[src/rtl/mem_req_master.sv]
// Single-word read/write initiator for the SoC memory request/ack port.
// Optional ack timeout is compiled in with MEM_REQ_MASTER_TIMEOUT_EN.
//
// state  | meaning
// IDLE   | ready for an upstream command
// WR_REQ | wr_o asserted, waiting for ack_wr_i
// RD_REQ | rd_o asserted, waiting for ack_rd_i
// RSP    | read response held until rsp_ready_i
module mem_req_master #(
    parameter int WORD_WIDTH     = 4,
    parameter int INDEX_WIDTH    = 4,
    parameter int TIMEOUT_CYCLES = 16
) (
    input  logic                   clk_i,
    input  logic                   arstn_i,
    input  logic                   cmd_valid_i,
    output logic                   cmd_ready_o,
    input  logic                   cmd_we_i,
    input  logic [INDEX_WIDTH-1:0] cmd_index_i,
    input  logic [WORD_WIDTH-1:0]  cmd_wdata_i,
    output logic                   rsp_valid_o,
    input  logic                   rsp_ready_i,
    output logic [WORD_WIDTH-1:0]  rsp_data_o,
    output logic                   rsp_err_o,
    output logic                   err_o,
    output logic                   wr_o,
    input  logic                   ack_wr_i,
    output logic [WORD_WIDTH-1:0]  wr_data_o,
    output logic [INDEX_WIDTH-1:0] wr_index_o,
    output logic                   rd_o,
    input  logic                   ack_rd_i,
    input  logic [WORD_WIDTH-1:0]  rd_data_i,
    output logic [INDEX_WIDTH-1:0] rd_index_o
);

    typedef enum logic [1:0] {
        IDLE   = 2'd0,
        WR_REQ = 2'd1,
        RD_REQ = 2'd2,
        RSP    = 2'd3
    } state_t;

    // A non-positive limit would make the timeout fire before any request is seen.
    if (TIMEOUT_CYCLES < 1) begin : g_timeout_cycles_invalid
    end

    state_t                 state_q, state_d;
    logic                   cmd_ready_q, cmd_ready_d;
    logic                   wr_q, wr_d;
    logic                   rd_q, rd_d;
    logic                   rsp_valid_q, rsp_valid_d;
    logic [WORD_WIDTH-1:0]  rsp_data_q, rsp_data_d;
    logic [WORD_WIDTH-1:0]  wr_data_q, wr_data_d;
    logic [INDEX_WIDTH-1:0] wr_index_q, wr_index_d;
    logic [INDEX_WIDTH-1:0] rd_index_q, rd_index_d;
    logic                   accept;

`ifdef MEM_REQ_MASTER_TIMEOUT_EN
    localparam int CNT_W = $clog2(TIMEOUT_CYCLES + 1);

    logic [CNT_W-1:0] cnt_q, cnt_d;
    logic             timeout_hit;
    logic             err_q, err_d;
    logic             rsp_err_q, rsp_err_d;

    assign timeout_hit = (cnt_q == CNT_W'(TIMEOUT_CYCLES));
`endif

    // cmd_ready_q is only ever set while heading into IDLE, so it doubles as the IDLE decode.
    assign accept = cmd_ready_q & cmd_valid_i;

    always_comb begin
        state_d     = state_q;
        cmd_ready_d = 1'b0;
        wr_d        = 1'b0;
        rd_d        = 1'b0;
        rsp_valid_d = 1'b0;
        rsp_data_d  = rsp_data_q;
        wr_data_d   = wr_data_q;
        wr_index_d  = wr_index_q;
        rd_index_d  = rd_index_q;
`ifdef MEM_REQ_MASTER_TIMEOUT_EN
        cnt_d       = cnt_q;
        err_d       = 1'b0;
        rsp_err_d   = rsp_err_q;
`endif
        case (state_q)
            IDLE: begin
                cmd_ready_d = 1'b1;
                if (accept) begin
                    cmd_ready_d = 1'b0;
`ifdef MEM_REQ_MASTER_TIMEOUT_EN
                    cnt_d       = '0;
`endif
                    if (cmd_we_i) begin
                        state_d    = WR_REQ;
                        wr_d       = 1'b1;
                        wr_index_d = cmd_index_i;
                        wr_data_d  = cmd_wdata_i;
                    end else begin
                        state_d    = RD_REQ;
                        rd_d       = 1'b1;
                        rd_index_d = cmd_index_i;
                    end
                end
            end
            WR_REQ: begin
                if (ack_wr_i) begin
                    state_d     = IDLE;
                    cmd_ready_d = 1'b1;
`ifdef MEM_REQ_MASTER_TIMEOUT_EN
                end else if (timeout_hit) begin
                    state_d     = IDLE;
                    cmd_ready_d = 1'b1;
                    err_d       = 1'b1;
                end else begin
                    wr_d  = 1'b1;
                    cnt_d = cnt_q + CNT_W'(1);
                end
`else
                end else begin
                    wr_d = 1'b1;
                end
`endif
            end
            RD_REQ: begin
                if (ack_rd_i) begin
                    state_d     = RSP;
                    rsp_valid_d = 1'b1;
                    rsp_data_d  = rd_data_i;
`ifdef MEM_REQ_MASTER_TIMEOUT_EN
                    rsp_err_d   = 1'b0;
                end else if (timeout_hit) begin
                    state_d     = RSP;
                    rsp_valid_d = 1'b1;
                    rsp_data_d  = '0;
                    rsp_err_d   = 1'b1;
                    err_d       = 1'b1;
                end else begin
                    rd_d  = 1'b1;
                    cnt_d = cnt_q + CNT_W'(1);
                end
`else
                end else begin
                    rd_d = 1'b1;
                end
`endif
            end
            RSP: begin
                if (rsp_ready_i) begin
                    state_d     = IDLE;
                    cmd_ready_d = 1'b1;
`ifdef MEM_REQ_MASTER_TIMEOUT_EN
                    rsp_err_d   = 1'b0;
`endif
                end else begin
                    rsp_valid_d = 1'b1;
                end
            end
            default: begin
                state_d = IDLE;
            end
        endcase
    end

    always_ff @(posedge clk_i) begin
        if (!arstn_i) begin
            state_q     <= IDLE;
            cmd_ready_q <= 1'b0;
            wr_q        <= 1'b0;
            rd_q        <= 1'b0;
            rsp_valid_q <= 1'b0;
            rsp_data_q  <= '0;
            wr_data_q   <= '0;
            wr_index_q  <= '0;
            rd_index_q  <= '0;
`ifdef MEM_REQ_MASTER_TIMEOUT_EN
            cnt_q       <= '0;
            err_q       <= 1'b0;
            rsp_err_q   <= 1'b0;
`endif
        end else begin
            state_q     <= state_d;
            cmd_ready_q <= cmd_ready_d;
            wr_q        <= wr_d;
            rd_q        <= rd_d;
            rsp_valid_q <= rsp_valid_d;
            rsp_data_q  <= rsp_data_d;
            wr_data_q   <= wr_data_d;
            wr_index_q  <= wr_index_d;
            rd_index_q  <= rd_index_d;
`ifdef MEM_REQ_MASTER_TIMEOUT_EN
            cnt_q       <= cnt_d;
            err_q       <= err_d;
            rsp_err_q   <= rsp_err_d;
`endif
        end
    end

    assign cmd_ready_o = cmd_ready_q;
    assign wr_o        = wr_q;
    assign rd_o        = rd_q;
    assign rsp_valid_o = rsp_valid_q;
    assign rsp_data_o  = rsp_data_q;
    assign wr_data_o   = wr_data_q;
    assign wr_index_o  = wr_index_q;
    assign rd_index_o  = rd_index_q;

`ifdef MEM_REQ_MASTER_TIMEOUT_EN
    assign err_o     = err_q;
    assign rsp_err_o = rsp_err_q;
`else
    assign err_o     = 1'b0;
    assign rsp_err_o = 1'b0;
`endif

endmodule

[config.mk]
export PLATFORM = sky130hd
export DESIGN_NAME = mem_req_master
export DESIGN_NICKNAME = d
export VERILOG_FILES = /design/src/rtl/mem_req_master.sv
export SDC_FILE = /design/constraint.sdc
export NUM_CORES = 1
export LEC_CHECK = 0
export BUFFER_PORTS_ARGS = -buffer_cell sky130_fd_sc_hd__buf_4
export CORE_ASPECT_RATIO = 1.1
export CORE_MARGIN = 4
export CORE_UTILIZATION = 42
export DETAILED_ROUTE_END_ITERATION = 16
export PLACE_DENSITY_LB_ADDON = 0.1
export RECOVER_POWER = 25
export SETUP_SLACK_MARGIN = 0.1
export SLEW_MARGIN = 40
export SYNTH_ARGS = -nofsm -noshare
export SYNTH_HDL_FRONTEND = slang
export SYNTH_SLANG_ARGS = --single-unit
[constraint.sdc]
create_clock -name clk_i -period 1 [get_ports clk_i]
set_input_delay 0.2 -clock clk_i [delete_from_list [all_inputs] [get_ports clk_i]]
set_output_delay 0.2 -clock clk_i [all_outputs]
set_load 0.01 [all_outputs]
==> results of run 1 <==
final cells by class:
class | count | area (um^2) | area share (%)
tap | 30 | 37.54 | 2.168
sequential | 22 | 473.0 | 27.31
inverter | 2 | 12.51 | 0.7225
clock buffer | 4 | 36.28 | 2.095
multi-input combinational | 76 | 630.6 | 36.42
timing repair buffer | 58 | 541.8 | 31.29
where the power goes:
| part | total [uW] | internal [uW] | switching (uW) | leakage (uW) |
|---|---|---|---|---|
| combinational | 707 | 392 | 315 | 0.000566 |
| sequential | 992 | 937 | 55.4 | 0.000189 |
| clock | 505 | 222 | 283 | 0.0000210 |
| total | 2200 | 1550 | 653 | 0.000777 |
layer usage:
metal  wire [um]  track usage [%]  vias to the layer above
li1            -                -                      490
met1        1168            22.85                      466
met2        1398            29.91                       44
met5           0                0                        -
met3         185            2.532                        4
met4          56            5.338                        0
layout by cell type (no fill, tap or decap):
master / synthesis / layout
buf_4: 3 / 32
buf_6: 3 / 25
dfxtp_2: 0 / 20
o21ai_2: 0 / 12
a21boi_1: 12 / 9
nand3_1: 13 / 7
nand3_2: 0 / 6
nand2_1: 6 / 5
mux2i_1: 5 / 5
nor2b_1: 5 / 5
and3_1: 4 / 4
a21boi_2: 0 / 3
clkbuf_4: 0 / 3
a21oi_2: 0 / 2
nand3b_4: 2 / 2
nand2b_4: 0 / 2
and3b_2: 1 / 2
conb_1: 1 / 2
dfxtp_4: 0 / 2
inv_6: 0 / 1
a21bo_4: 0 / 1
nand2_2: 0 / 1
inv_1: 2 / 1
o22ai_2: 0 / 1
or2_4: 0 / 1
o22ai_1: 2 / 1
nor2_2: 0 / 1
a32oi_2: 0 / 1
o21ai_0: 3 / 1
o21ai_1: 11 / 1
clkbuf_8: 0 / 1
nand2b_2: 1 / 1
buf_12: 0 / 1
per-stage QoR:
| stage | utilization, % | power, uW | hold slack [ps] | TNS, ps | instances |
|---|---|---|---|---|---|
| 2_1_floorplan | - | 1271 | 346.6 | -168.6 | 107 |
| 3_3_place_gp | 57.83 | 1430 | 453.4 | -913.5 | 172 |
| 3_5_place_dp | 57.83 | 1437 | 462.5 | -1482 | 172 |
| 4_1_cts | 73.28 | 2125 | 125.4 | -777.3 | 187 |
| 5_1_grt | 76.89 | 2300 | 118.3 | -1775 | 192 |
| 6_report | 76.89 | 2204 | 117.3 | -1071 | 192 |
final timing paths:
check            startpoint             to
max             cmd_ready_o     state_q[0]
min          cmd_wdata_i[2]   wr_data_o[2]
max reg2reg     cmd_ready_o     state_q[0]
min reg2reg   wr_index_o[0]  wr_index_o[0]
cells by family after synthesis:
logic type,count (synthesis),synth area share [%]
AOI/OAI and AO/OA,32,20.33
DFF,22,44.44
and+or+nand+nor,35,22.10
muxes,5,5.051
buffers and inverters,11,7.702
other,1,0.3784
worst register-to-register path: cells and delay by family, from the launching register on:
kind / cells / cell delay, ps
AO/OA/AOI/OAI: 1 / 210
buffers and inverters: 1 / 110
flip-flops: 1 / 390
multiplexers: 1 / 210
AND/OR/NAND/NOR: 1 / 130
registers in the layout, indices dropped and copies added, names as in the netlist:
register	flops
wr_index_o	4
wr_data_o	4
rd_o	1
wr_o	1
rsp_data_o	4
cmd_ready_o	1
rsp_valid_o	1
rd_index_o	4
state_q	2
what timing repair did:
action / 4_1_cts / 5_1_grt
gates resized for setup: 72 / 11
hold buffers: 0 / 0
setup buffers: 9 / 5
gates cloned: 2 / 0
pin swaps: 16 / 9
endpoints found under the setup margin: 42 / 42
==> results_dict.tcl, run 1 <==
set metrics [dict create \
    synthTopCellsByArea "dfxtp_1 (44%), a21boi_1 (9.1%), nand3_1 (6.6%), o21ai_1 (5.6%), mux2i_1 (5.1%)" \
    syn_inst 106 \
    grt_pass1_vias 954 \
    ant_nets 0 \
    yosysMostFrequentCell "dfxtp_1" \
    hp-class "in2reg" \
    worst-path-max-fanout 7 \
    rsz0062_at_grt "yes" \
    area_growth_pct 74.75 \
    yosys-top-cells-count "dfxtp_1 (22), nand3_1 (13), a21boi_1 (12)" \
    cp.required_ps 1240 \
    worst-path-buf-inv 1 \
    failed_checks "setup timing" \
    place.gp.congestion 0.8637 \
    grt_use_total_pct 17.71 \
    seq_area_frac_synth_pct 44.44 \
    worst-endpoint-arrival_ps 1350 \
    h-tree-depth 1 \
    drive_above_1_share_pct 74.69 \
    portBuffers 38 \
    row_count 18 \
    wire_per_inst_um 14.63 \
    tritoncts "yes" \
    fillers 144 \
    route.detailed.drc 0 \
    dp_slack_ps -122.5 \
    slowest_stage "dfxtp_2" \
    hold_depth 3 \
    startpoint_type "flip-flop" \
    die_w_um 54.32 \
    crit_chain "buf_12, nand3b_4, a32oi_2, mux2i_1" \
    yosys.area.top_type_share_pct 44.44 \
    place_hpwl_mm 1.595 \
    syn_area_um2 991.0 \
    period_minus_slack_ps 1108 \
    grt_max_degree 24 \
    cellPowerDensity_nw_per_um2 1273 \
    synthFlopType "dfxtp_1" \
    netlist-cell-type-count 25 \
    max_freq_ghz 0.9024 \
    via_per_inst 5.229 \
    die_area_um2 3202 \
    setup_viol 15 \
    coreArea_um2 2252 \
    clk_pin_slew_ps 130 \
    n_antenna_cell 0 \
    clock_skew_ps 5.613 \
    clkSinkCount 22 \
    async_flop_share_pct 0 \
    avgSynthCellArea_um2 9.349 \
    peakVddDrop_mv 0.9319 \
    routed_wl_mm 2.808 \
    max_stage_delay_ps 390 \
    dr_total_vias 1004 \
    cts_root_buf "clkbuf_4" \
    cap_violations 0 \
    synth_seq_cells 22 \
    cts_buffers 3 \
    post-route-period-util_pct 110.8 \
    start_util_pct 44.00 \
    power_leakage_uw 0.0007767 \
    yosys_warnings 0 \
    outcome "finished with violations" \
    die_h_um 58.95 \
    clock_path_buffers 2 \
    gr-total-overflow 0 \
    clk_latency_ps 310 \
    criticalPathCategory "reg2reg" \
    dr.pass1.iters 4 \
    hold_viol_final 0 \
    finalMaxSlewViolations 0 \
    antenna_found_initial 0 \
    end_kind "flip-flop" \
    setup_slack_ps -108.1 \
    dpl-instance-area_um2 1303 \
    ff2ff_path_depth 4 \
    yosysTopAreaCell "dfxtp_1" \
    critical-path-top-delay-family "flip-flops" \
    cp.depth 4 \
    final_area_um2 1732 \
    nets 182 \
    drt_iter0_markers 25 \
    rrSetupSlack_ps -110 \
    synth_edf_count 0 \
    grt_pass1_wl_mm 4.243 \
    io_pins 41 \
]
(Power assumes the default switching activity.)
==> run 2: changes to the inputs <==
--- a/config.mk
+++ b/config.mk
@@ -5,13 +5,15 @@
 export SDC_FILE = /design/constraint.sdc
 export NUM_CORES = 1
 export LEC_CHECK = 0
+export ABC_AREA = 1
 export BUFFER_PORTS_ARGS = -buffer_cell sky130_fd_sc_hd__buf_4
 export CORE_ASPECT_RATIO = 1.1
 export CORE_MARGIN = 4
-export CORE_UTILIZATION = 42
+export CORE_UTILIZATION = 40
 export DETAILED_ROUTE_END_ITERATION = 16
 export PLACE_DENSITY_LB_ADDON = 0.1
 export RECOVER_POWER = 25
+export REMOVE_ABC_BUFFERS = 1
 export SETUP_SLACK_MARGIN = 0.1
 export SLEW_MARGIN = 40
 export SYNTH_ARGS = -nofsm -noshare
==> results_dict.tcl, run 2 <==
set metrics [dict create \
    tritoncts "yes" \
    wire_per_inst_um 11.13 \
    startpoint_type "flip-flop" \
    max_freq_ghz 0.9980 \
    gr-total-overflow 0 \
    die_area_um2 2981 \
    row_count 17 \
    yosys.area.top_type_share_pct 50.72 \
    clk_pin_slew_ps 120 \
    layout_common_cells "buf_4 (26), nor2_1 (23), dfxtp_2 (20), buf_6 (19), inv_1 (11)" \
    peakVddDrop_mv 1.425 \
    start_util_pct 42.52 \
    yosysTopAreaCell "dfxtp_1" \
    layout_commonest_cell "buf_4" \
    clk_latency_ps 300 \
    ant_nets 0 \
    grt_use_total_pct 13.78 \
    setup_viol 1 \
    worst-endpoint-arrival_ps 1200 \
    clock_path_buffers 2 \
    dr.pass1.iters 4 \
    final_util_pct 69.49 \
    synthFlopType "dfxtp_1" \
    end_kind "flip-flop" \
    synthTopCellsByArea "dfxtp_1 (51%), nor2_1 (12%), o21ai_0 (10%), a21oi_1 (5.2%), inv_1 (5.2%)" \
    syn_inst 113 \
    worstReg2RegStart "cmd_ready_o" \
    place.gp.congestion 0.8401 \
    yosys-top-cells-count "nor2_1 (27), dfxtp_1 (22), o21ai_0 (18)" \
    rsz0062_at_grt "yes" \
    yosys_warnings 0 \
    drive_above_1_share_pct 56.96 \
    finalMaxSlewViolations 0 \
    cellPowerDensity_nw_per_um2 2134 \
    coreArea_um2 2042 \
    cp.required_ps 1200 \
    hp-class "in2reg" \
    grt_pass1_vias 781 \
    grt_pass1_wl_mm 3.222 \
    die_h_um 56.87 \
    worst-path-max-fanout 4 \
    hold_viol_final 0 \
    netlist-cell-type-count 18 \
    place_hpwl_mm 1.458 \
    drt_iter0_markers 4 \
    n_antenna_cell 0 \
    yosysMostFrequentCell "nor2_1" \
    synth_seq_cells 22 \
    nets 178 \
    via_per_inst 4.586 \
    clkSinkCount 22 \
    avgSynthCellArea_um2 7.684 \
    min_from "cmd_wdata_i[0]" \
    outcome "finished with violations" \
    ff2ff_path_depth 6 \
    criticalPathCategory "reg2reg" \
    final_cells 186 \
    hold_buffers 0 \
    portBuffers 38 \
    post-route-period-util_pct 100.2 \
    area_growth_pct 63.40 \
    failed_checks "setup timing" \
    setup_slack_ps -1.975 \
    dr_total_vias 853 \
    min_to "wr_data_o[0]" \
    r2r_end "state_q[0]" \
    cap_violations 0 \
    routed_wl_mm 2.071 \
    route.detailed.drc 0 \
    seq_area_frac_synth_pct 50.72 \
    period_minus_slack_ps 1002 \
    power_leakage_uw 0.0006385 \
    syn_area_um2 868.3 \
    clock_skew_ps 10.40 \
    fin_setup_tns_ps -1.975 \
    async_flop_share_pct 0 \
    synth_edf_count 0 \
    cts_root_buf "clkbuf_4" \
    io_pins 41 \
    cts_buffers 3 \
    grt_max_degree 21 \
    antenna_found_initial 0 \
    rrSetupSlack_ps -2 \
    fin_hold_ws_ps 131.0 \
    hold_depth 3 \
    die_w_um 52.43 \
    dp.cells 179 \
    h-tree-depth 1 \
]
run 2: routing by layer:
| layer | global-route usage (%) | part of all wire [%] | vias up |
|---|---|---|---|
| met2 | 25.00 | 52 | 23 |
| met1 | 16.07 | 41 | 376 |
| met5 | 0 | 0 | - |
| met4 | 3.285 | 0.77 | 0 |
| li1 | - | - | 452 |
| met3 | 2.653 | 5.8 | 2 |
run 2: area by class of cell:
type	instances	area [um^2]
Inverter	14	60.06
Clock buffer	3	22.52
Clock inverter	1	30.03
Tap cell	28	35.03
Sequential cell	22	473.0
Multi-Input combinational cell	73	389.1
Timing Repair Buffer	45	409.1
Fill cell	191	623.1
run 2: worst max-delay path by stage:
stage,start,endpoint,cells past startpoint
3_5_place_dp,state_q[1],state_q[1],5
3_3_place_gp,state_q[1],state_q[0],5
5_1_grt,cmd_ready_o,state_q[1],6
6_report,cmd_ready_o,state_q[0],6
2_1_floorplan,cmd_ready_o,wr_data_o[0],5
4_1_cts,cmd_ready_o,cmd_ready_o,1
run 2: metrics by stage:
step / total power, uW / worst slack, ps / instance area [um^2]
2_1_floorplan: 1684 / -15.70 / 838.3
3_3_place_gp: 2087 / -35.04 / 1189
3_5_place_dp: 2102 / -63.92 / 1189
4_1_cts: 2962 / 20.08 / 1374
5_1_grt: 3214 / -85.73 / 1419
6_report: 3028 / -1.975 / 1419
run 2: repair_timing:
action	in CTS	in global routing
pin swaps	1	5
endpoints found under the setup margin	41	42
gates resized for setup	58	12
buffers inserted	1	2
endpoints found under the hold margin	0	0
run 2: worst max-delay path: stages (launching register included):
cell and delay [ps]:
dfxtp_2 350, nand2_2 70, buf_4 130, nand2_2 90, nand2_1 70, nor2_2 110, a21oi_1 70
run 2: cell families (layout without fill, tap and decap cells):
family,Yosys count,count (layout),synth area share [%]
AOI/OAI and AO/OA,27,27,15.56
buffers and inverters,19,63,10.08
DFF,22,22,50.72
other,1,2,0.4319
and+or+nand+nor,44,44,23.20
run 2: power by group:
part	internal [uW]	switching [uW]	total (uW)
clock network	404	274	679
logic	550	541	1090
registers	1090	172	1260
